**src/rtl/p2s_transmitter.sv**
```systemverilog
// Parallel-to-serial SPI-style transmitter: sends a DATA_W-bit word MSB first,
// one bit per spi_clk rise, then holds spi_clk low for GAP_CYCLES so the receiver reframes.
module p2s_transmitter #(
    parameter int DATA_W      = 8,
    parameter int HALF_PERIOD = 1,
    parameter int GAP_CYCLES  = 6
) (
    input  logic              iclk,
    input  logic              rst,
    input  logic [DATA_W-1:0] tx_data,
    input  logic              tx_valid,
    output logic              tx_ready,
    output logic              spi_clk,
    output logic              serial_out,
    output logic              busy,
    output logic              tx_done
);

    localparam int PH_W  = (HALF_PERIOD > 1) ? $clog2(HALF_PERIOD) : 1;
    localparam int BIT_W = (DATA_W > 1) ? $clog2(DATA_W) : 1;
    localparam int GAP_W = (GAP_CYCLES > 1) ? $clog2(GAP_CYCLES) : 1;

    localparam logic [PH_W-1:0]  PH_LAST  = PH_W'(HALF_PERIOD - 1);
    localparam logic [BIT_W-1:0] BIT_LAST = BIT_W'(DATA_W - 1);
    localparam logic [GAP_W-1:0] GAP_LAST = GAP_W'(GAP_CYCLES - 1);

    typedef enum logic [1:0] {
        IDLE,
        LOW,
        HIGH,
        GAP
    } state_t;

    state_t             state, state_next;
    logic [PH_W-1:0]    phase_cnt, phase_next;
    logic [BIT_W-1:0]   bit_cnt, bit_next;
    logic [GAP_W-1:0]   gap_cnt, gap_next;
    logic [DATA_W-1:0]  shreg, shreg_next, shreg_shifted;
    logic               spi_clk_next, serial_out_next, tx_done_next;

    assign tx_ready      = (state == IDLE);
    assign busy          = (state != IDLE);
    assign shreg_shifted = {shreg[DATA_W-2:0], 1'b0};

    // Reset lands in GAP so a receiver caught mid-frame always sees a full idle gap.
    always_ff @(posedge iclk) begin
        if (rst) begin
            state      <= GAP;
            phase_cnt  <= '0;
            bit_cnt    <= '0;
            gap_cnt    <= '0;
            shreg      <= '0;
            spi_clk    <= 1'b0;
            serial_out <= 1'b0;
            tx_done    <= 1'b0;
        end else begin
            state      <= state_next;
            phase_cnt  <= phase_next;
            bit_cnt    <= bit_next;
            gap_cnt    <= gap_next;
            shreg      <= shreg_next;
            spi_clk    <= spi_clk_next;
            serial_out <= serial_out_next;
            tx_done    <= tx_done_next;
        end
    end

    // Outputs are computed one cycle ahead so spi_clk and serial_out change on the same edge.
    always_comb begin
        state_next      = state;
        phase_next      = phase_cnt;
        bit_next        = bit_cnt;
        gap_next        = gap_cnt;
        shreg_next      = shreg;
        spi_clk_next    = 1'b0;
        serial_out_next = 1'b0;
        tx_done_next    = 1'b0;

        case (state)
            IDLE: begin
                if (tx_valid) begin
                    shreg_next      = tx_data;
                    bit_next        = '0;
                    phase_next      = '0;
                    state_next      = LOW;
                    serial_out_next = tx_data[DATA_W-1];
                end
            end

            LOW: begin
                serial_out_next = shreg[DATA_W-1];
                if (phase_cnt == PH_LAST) begin
                    phase_next   = '0;
                    state_next   = HIGH;
                    spi_clk_next = 1'b1;
                end else begin
                    phase_next = phase_cnt + 1'b1;
                end
            end

            HIGH: begin
                spi_clk_next    = 1'b1;
                serial_out_next = shreg[DATA_W-1];
                if (phase_cnt == PH_LAST) begin
                    phase_next   = '0;
                    spi_clk_next = 1'b0;
                    if (bit_cnt == BIT_LAST) begin
                        state_next      = GAP;
                        gap_next        = '0;
                        serial_out_next = 1'b0;
                        tx_done_next    = 1'b1;
                    end else begin
                        shreg_next      = shreg_shifted;
                        bit_next        = bit_cnt + 1'b1;
                        state_next      = LOW;
                        serial_out_next = shreg_shifted[DATA_W-1];
                    end
                end else begin
                    phase_next = phase_cnt + 1'b1;
                end
            end

            GAP: begin
                if (gap_cnt == GAP_LAST) begin
                    gap_next   = '0;
                    state_next = IDLE;
                end else begin
                    gap_next = gap_cnt + 1'b1;
                end
            end

            default: begin
                state_next = GAP;
                gap_next   = '0;
            end
        endcase
    end

endmodule

```
**config.mk**
```make
export PLATFORM = sky130hd
export DESIGN_NAME = p2s_transmitter
export DESIGN_NICKNAME = d
export VERILOG_FILES = /design/src/rtl/p2s_transmitter.sv
export SDC_FILE = /design/constraint.sdc
export NUM_CORES = 1
export LEC_CHECK = 0
export CAP_MARGIN = 20
export CORE_MARGIN = 2
export CORE_UTILIZATION = 50
export CTS_BUF_LIST = sky130_fd_sc_hd__clkbuf_8
export DETAILED_ROUTE_END_ITERATION = 6
export GPL_TIMING_DRIVEN = 0
export PLACE_DENSITY = 0.74
export SLEW_MARGIN = 20
export SYNTH_ARGS = -nofsm -noshare
export SYNTH_HDL_FRONTEND = slang
export SYNTH_SLANG_ARGS = --single-unit
```
**constraint.sdc**
```tcl
create_clock -name iclk -period 3.15 [get_ports iclk]
set_input_delay 0.63 -clock iclk [delete_from_list [all_inputs] [get_ports iclk]]
set_output_delay 0.63 -clock iclk [all_outputs]
set_load 0.05 [all_outputs]
```
==> flow_summary.json <==
{
  "reg2reg_from": "state[0]",
  "vias": 860,
  "htree_num_levels": 1,
  "postCtsSetupBuffers": 0,
  "ys.flop_type": "dfxtp_1",
  "switchingPower_uw": 360.3,
  "setup_tns_ns": 0,
  "final_cell_mix": "dfxtp_1, clkdlybuf4s50_1, mux2i_1",
  "m1WireLength_um": 983,
  "status": "complete, no violations",
  "netlist.area_leader.share_pct": 35.35,
  "routabilityCongestion": 0.7708,
  "initial_core_util_pct": 53.75,
  "design.core.area_um2": 2002,
  "layout_min_cycle_time_ns": 2.603,
  "drive_gt1_share_pct": 23.39,
  "vias_per_cell": 5.695,
  "postSynthAreaPerCell_um2": 10.25,
  "synth-simple-area-share_pct": 14.42,
  "cts_hold_buf": 0,
  "synth.area.mux_share_pct": 10.93,
  "setup_viol": 0,
  "finalCritPeriodShare_pct": 82.63,
  "cts_resized": 0,
  "dr.max_layer_used": "met4",
  "p_per_area_nw_per_um2": 737.0,
  "synthTopCellsByArea": "dfxtp_1, a211oi_2, mux2i_1, ha_1, a21oi_2",
  "r2r-end": "shreg[5]",
  "crit_path_end_kind": "output port",
  "wl_met3_um": 95,
  "placed_area_um2": 1260,
  "cts.sinks": 19,
  "fin_nets": 142,
  "antenna_found_initial": 0,
  "track_usage_pct": 19.85,
  "post-dp-hpwl_um": 1556,
  "post-route-drc-count": 0,
  "syn-cell-area_um2": 1076,
  "grt_max_degree": 11,
  "insertion_delay_ns": 0.26,
  "drtAntennaViolNets": 0,
  "first_iter_violations": 17,
  "combinationalPowerShare_pct": 44.5,
  "ir_drop_uv": 467.1,
  "diodes": 0,
  "grt_pass1_vias": 853,
  "hp-class": "reg2reg",
  "wl_per_cell_um": 13.89,
  "r2r_slack_ns": 1.54,
  "grt_pass1_wl_um": 3760,
  "synthAdderAreaFrac_pct": 6.977,
  "hold_depth": 2,
  "synth_warnings": 0,
  "rsz0062_at_grt": "false",
  "maxCapViolCount": 0,
  "min_from": "shreg[0]",
  "synth_edf_count": 0,
  "p_int_uw": 601.6,
  "clock_path_buffers": 2,
  "pin_count": 16,
  "area_growth_pct": 21.28,
  "cts_made_buffers": 3,
  "power_frac_seq_pct": 38.0,
  "synth_cell_types": 33,
  "worst_slew_pin_slew_ns": 0.4903,
  "whs_ns": 0.4840,
  "switching_share_pct": 37.45,
  "synth-seq-cells": 19,
  "slew_violations": 0,
  "layout_commonest_cell": "dfxtp_1",
  "syn_inst": 105,
  "async_flop_share_pct": 0,
  "p_leak_nw": 0.4796,
  "arrival_ns": 1.97,
  "design_area_um2": 1305,
  "cts.clk_slew.worst_paths_ns": 0.07,
  "fp.dieArea_um2": 2539,
  "yosysSeqAreaShare_pct": 35.35,
  "crit_fanout": 7,
  "synth-xor-area-share_pct": 0,
  "power_frac_clock_pct": 17.4,
  "syn-num-nets": 122,
  "synth_top_family_by_area": "compound AO/OA/AOI/OAI gates",
  "start_kind": "flop",
  "synth_compound_area_share_pct": 26.28,
  "crit_required_ns": 2.52,
  "criticalPathCategory": "reg2out",
  "first_pass_iters": 4,
  "hold_violations": 0,
  "row_count": 16,
  "cts_root_buf": "clkbuf_8",
  "finClkSkew_ns": 0.004816,
  "hold_end": "shreg[0]",
  "max_freq_mhz": 384.2,
  "cts_tree": "built",
  "relSlewSlack_pct": 67.21,
  "postRouteWirelength_um": 2097,
  "met2_length_um": 985,
  "r2r_cells": 6,
  "die_x_um": 50.39,
  "overflow": 0,
  "io_buffers": 15,
  "die_y_um": 50.39,
  "synth_top_area_cell": "dfxtp_1"
}
-- logic make-up (layout without fill, tap and decap cells) --
| family | count (synthesis) | in the layout |
|---|---|---|
| AO/OA/AOI/OAI | 35 | 35 |
| AND/OR/NAND/NOR | 25 | 25 |
| flip-flops | 19 | 19 |
| multiplexers | 10 | 10 |
| buffers and inverters | 10 | 29 |
| adder cells (fa/ha/maj) | 6 | 6 |
-- worst max-delay path by stage --
stage	startpoint	endpoint	slack, ns	depth (start not counted)
after floorplan	state[0]	busy	1.16	4
after global placement	state[0]	busy	0.86	5
after detailed placement	state[0]	busy	0.83	5
after CTS	state[0]	busy	0.53	5
after global routing	state[0]	busy	0.46	5
final	state[0]	busy	0.55	5
-- worst max-delay path, stage by stage (launching register included) --
cell and delay [ns]:
dfxtp_1 0.42, inv_1 0.09, ha_1 0.23, buf_6 0.15
inv_1 0.04, clkdlybuf4s50_1 0.78
-- power groups by stage --
stage	logic (mW)	clock network, mW	registers (mW)
6_report	0.428	0.168	0.366
5_1_grt	0.478	0.181	0.377
4_1_cts	0.432	0.169	0.367
3_5_place_dp	0.430	0	0.371
3_3_place_gp	0.418	0	0.366
2_1_floorplan	0.343	0	0.365
-- final cells by class --
class | count | area (µm²)
Tap cell | 27 | 33.78
Buffer | 5 | 46.29
Inverter | 5 | 18.77
Clock buffer | 3 | 41.29
Fill cell | 176 | 696.9
Sequential cell | 19 | 380.4
Clock inverter | 1 | 3.754
Multi-Input combinational cell | 76 | 630.6
Timing Repair Buffer | 15 | 150.1
-- through the flow --
stage	worst slack (ns)	cells	utilization, %	total power, mW
final	0.5473	151	65.19	0.9618
after global routing	0.4615	151	65.19	1.036
after CTS	0.5287	151	65.19	0.9685
after detailed placement	0.8308	147	62.94	0.8008
after global placement	0.8608	147	62.94	0.7845
after floorplan	1.160	105	-	0.7082
-- Yosys cell counts, types with 2 or more instances --
cell / n
o21ai_0: 3
a211oi_2: 7
nand3b_1: 4
ha_1: 6
o21ai_1: 5
buf_6: 3
inv_1: 5
dfxtp_1: 19
a21oi_2: 7
nand2b_1: 2
nand2_1: 5
nor2b_1: 2
mux2i_1: 8
nand4_1: 2
nand3_1: 3
a31oi_1: 3
a21oi_1: 5
-- per-layer routing --
metal  vias up  track usage (%)
li1        427                -
met1       411            24.44
met2        17            32.89
met3         5            5.655
met4         0            7.207
met5         -                0
-- flip-flops by register name (all words and copies together), names as in the netlist --
| name | count |
|---|---|
| shreg | 8 |
| bit_cnt | 3 |
| serial_out | 1 |
| state | 2 |
| gap_cnt | 3 |
| tx_done | 1 |
| spi_clk | 1 |
No activity file was read; power rests on OpenSTA's default activity.
==> patch 1 (same settings) <==
Re-encode `state_t` (4 states) as one-hot, 4 bits wide.
--- a/src/rtl/p2s_transmitter.sv
+++ b/src/rtl/p2s_transmitter.sv
@@ -24,11 +24,11 @@
     localparam logic [BIT_W-1:0] BIT_LAST = BIT_W'(DATA_W - 1);
     localparam logic [GAP_W-1:0] GAP_LAST = GAP_W'(GAP_CYCLES - 1);
 
-    typedef enum logic [1:0] {
-        IDLE,
-        LOW,
-        HIGH,
-        GAP
+    typedef enum logic [3:0] {
+        IDLE = 4'b0001,
+        LOW  = 4'b0010,
+        HIGH = 4'b0100,
+        GAP  = 4'b1000
     } state_t;
 
     state_t             state, state_next;
Function: same outputs for any inputs over 10 cycles, from zero or initial values and one cycle with rst high; not proved beyond that.
==> patch 1 against the original RTL <==
Critical path depth is 1 lower. Worst setup slack got worse by 0.41 ns. Design area down 4.7%. Via count down 6.2%. Non-clock buffer count increased by 2. First-iteration DRC count fell by 82%. Routed wire length is 14% lower. Area after synthesis is 4.8% lower. Register-to-register slack lost 0.54 ns. Final cell count increased by 0.66%. Critical path type unchanged. Sequential cell count grew 2.
Power is not compared: it rests on default switching activity, and its combinational part moved more than twofold at a synthesized area within 25%.
==> patch 1: results <==
export IMPL_r2r_start="bit_cnt[0]"
export IMPL_min_to="gap_cnt[2]"
export IMPL_dp_hpwl_mm=1.29
export IMPL_arrival_ns=2.39
export IMPL_setup_worst_path_end="tx_ready"
export IMPL_grt_pass1_wl_mm=3.11
export IMPL_synth_area_top_cells="dfxtp_1 (41%), mux2i_1 (8.8%), nor2_1 (7.0%), a211oi_2 (3.7%), ha_1 (2.4%)"
export IMPL_route_met3_wl_um=74
export IMPL_synth_compound_area_frac=0.156
export IMPL_synth_xor_area_frac=0.0171
export IMPL_grt_util_met3=0.0675
export IMPL_min_from="gap_cnt[1]"
export IMPL_crit_start="state[1]"
export IMPL_r2r_end="shreg[4]"
export IMPL_synth_nets=120
export IMPL_ys_seq_area_frac=0.410
export IMPL_placed_area_um2=1200
export IMPL_critPathMaxFanout=10
export IMPL_min_period_over_period=0.957
export IMPL_avgSynthCellArea_um2=9.58
export IMPL_tightestPinTransition_ns=0.676
export IMPL_drive_gt1_frac=0.160
export IMPL_reg_top3="shreg (8), state (4)"
export IMPL_hold_ws_ns=0.478
export IMPL_synth_fa_ha_area_frac=0.0244
export IMPL_dpl_worst_slack_ns=0.424
export IMPL_dp_cells=148
export IMPL_synthMuxAreaShare=0.110
export IMPL_reg2reg_slack_ns=1.00
export IMPL_status="complete, no violations"
[patch 1: cell count changes after synthesis, sizes merged, moves of 3 or more]
cell   change
a21oi      -8
a31oi      -3
ha         -4
inv        -4
nand3      -3
nor2      +17
nor3b      +3
o21ai      -4
[patch 1: cell type report]
type	count	area (um2)	area share
Buffer	8	50.0	0.0402
Clock buffer	3	41.3	0.0332
Clock inverter	1	3.75	0.00302
Inverter	1	3.75	0.00302
Multi-Input combinational cell	77	551	0.443
Sequential cell	21	420	0.338
Tap cell	27	33.8	0.0272
Timing Repair Buffer	14	140	0.113
[patch 1: cells by family (layout without fill, tap and decap cells)]
group	Yosys count	count (layout)
fa+ha+maj	2	2
flops	21	21
xor+xnor	2	2
mux	11	11
buf+inv	9	27
simple gates	43	43
compound gates	19	19
[patch 1: report_power, final]
part	internal, mW	total, mW	switching (mW)	leakage, nW
logic	0.0179	0.0320	0.0141	0.243
clock network	0.0868	0.168	0.0816	0.0269
registers	0.269	0.271	0.00242	0.170
==> patch 2 (same flow settings) <==
Without the edit above. `DATA_W`: 8 -> 16.
--- a/src/rtl/p2s_transmitter.sv
+++ b/src/rtl/p2s_transmitter.sv
@@ -1,7 +1,7 @@
 // Parallel-to-serial SPI-style transmitter: sends a DATA_W-bit word MSB first,
 // one bit per spi_clk rise, then holds spi_clk low for GAP_CYCLES so the receiver reframes.
 module p2s_transmitter #(
-    parameter int DATA_W      = 8,
+    parameter int DATA_W      = 16,
     parameter int HALF_PERIOD = 1,
     parameter int GAP_CYCLES  = 6
 ) (
Interface: changed (resized tx_data); port bits go from 16 to 24. No check against the original RTL was run, so the function may have changed too.
==> patch 2 against the original RTL <==
Area after synthesis grew 31%. Worst setup slack improved by 0.029 ns. Routed wire length increased by 33%. First-iteration DRC count up 41%. Sequential cell count up 9. Clock skew is 0.0016 ns lower. Core utilization decreased by 1.8 points. Hold slack got worse by 0.0035 ns. Design area up 32%. Power is 59% higher. Highest routed layer unchanged. Fmax up 1.1%.
==> patch 2: results <==
export IMPL_critical_path_max_stage_delay_ns=0.79
export IMPL_io_buffers=22
export IMPL_crit_start="state[0]"
export IMPL_grt_start_max_net_pins=16
export IMPL_worstRegToRegCells=9
export IMPL_via_per_inst=5.65
export IMPL_cts_setup_buffers=0
export IMPL_cts_max_level=1
export IMPL_synth_area_top_cells="dfxtp_1 (40%), a211oi_2 (11%), mux2i_1 (11%), nor2_1 (5.1%), ha_1 (4.5%)"
export IMPL_wl_mm=2.80
export IMPL_cts_made_buffers=3
export IMPL_diodes=0
export IMPL_synth_top_cells_by_count="dfxtp_1 (28), nor2_1 (19), mux2i_1 (15)"
export IMPL_reg_top3="shreg (16), bit_cnt (4), gap_cnt (3)"
export IMPL_ir_worst_vdd_mv=0.512
export IMPL_finClkSkew_ns=0.00324
export IMPL_antenna_found_initial=0
export IMPL_drive_gt1_frac=0.161
export IMPL_clk_pin_slew_ns=0.09
export IMPL_async_reset_ff_frac=0
export IMPL_critPathMaxFanout=7
export IMPL_drtPass1Iterations=4
export IMPL_hp_class="reg -> reg"
export IMPL_grt_pass1_vias=1137
export IMPL_synth_nets=166
export IMPL_ys_seq_area_frac=0.399
export IMPL_cts_resized=0
export IMPL_dp_hpwl_mm=2.02
export IMPL_root_buffer="clkbuf_8"
export IMPL_arrival_ns=1.94
export IMPL_synth_distinct_cells=31
export IMPL_globalplace_congestion=0.701
export IMPL_p_leak_nw=0.651
export IMPL_nFillCells=223
export IMPL_min_from="shreg[0]"
export IMPL_dpl_worst_slack_ns=0.877
export IMPL_nets=193
export IMPL_ys_warn_count=0
export IMPL_critPathSlowestCell="clkdlybuf4s50_1"
export IMPL_clk_latency_ns=0.28
export IMPL_path_delay_family="buffers and inverters"
export IMPL_cts_buffer_depth=2
export IMPL_grt_pass1_wl_mm=4.85
export IMPL_track_usage=0.190
export IMPL_status="complete, no violations"
export IMPL_timing_max_cap_violations=0
export IMPL_drt_iter0_markers=24
export IMPL_slew_headroom=0.539
export IMPL_hold_path_depth=2
[patch 2: layout make-up]
cell class | instances | area share
well taps | 31 | 0.0226
plain buffers | 10 | 0.0378
repair buffers | 22 | 0.128
inverters | 6 | 0.0131
multi-input cells | 98 | 0.440
flip-flops and latches | 28 | 0.326
clock buffers | 4 | 0.0320
[patch 2: kinds of logic after synthesis]
group	Yosys count	synth area share
and+or+nand+nor	43	0.156
AOI/OAI and AO/OA	33	0.215
DFF	28	0.399
buffers and inverters	16	0.0623
muxes	16	0.118
adders and majority gates	5	0.0445
xor gates and xnor gates	1	0.00623
[patch 2: power by group]
| group | leakage (nW) | internal (mW) | switching (mW) |
|---|---|---|---|
| Combinational | 0.393 | 0.342 | 0.424 |
| Clock | 0.0288 | 0.112 | 0.112 |
| Sequential | 0.229 | 0.468 | 0.0761 |
[patch 2: worst paths after layout]
kind,end,slack (ns)
hold reg to reg,shreg[0],0.48
hold / removal,shreg[0],0.48
setup / recovery,busy,0.58
setup reg to reg,shreg[11],1.32
[patch 2: worst register-to-register path, delay by kind of cell, from the launching register on]
| family | cells | cell delay, ns |
|---|---|---|
| buffers and inverters | 4 | 0.55 |
| adder cells (fa/ha/maj) | 1 | 0.20 |
| AND/OR/NAND/NOR | 2 | 0.19 |
| AO/OA/AOI/OAI | 2 | 0.38 |
| flip-flops | 1 | 0.41 |
[patch 2: metal layers]
metal  global-route usage  part of all wire  vias up  wire length, um
met5                    0                 0        -                0
met4               0.0831             0.021        0               59
met3               0.0317             0.033        5               91
met2                0.323              0.47       23             1310
met1                0.237              0.48      531             1330
li1                     -                 -      566                -
[patch 2: metrics by stage]
step	power [mW]	hold WS, ns	utilization	cell area (um2)	std cells
2_1_floorplan	1.15	0.445	-	1410	142
3_3_place_gp	1.28	0.458	0.614	1660	195
3_5_place_dp	1.31	0.464	0.614	1660	195
4_1_cts	1.54	0.478	0.634	1720	199
5_1_grt	1.65	0.517	0.634	1720	199
6_report	1.53	0.480	0.634	1720	199
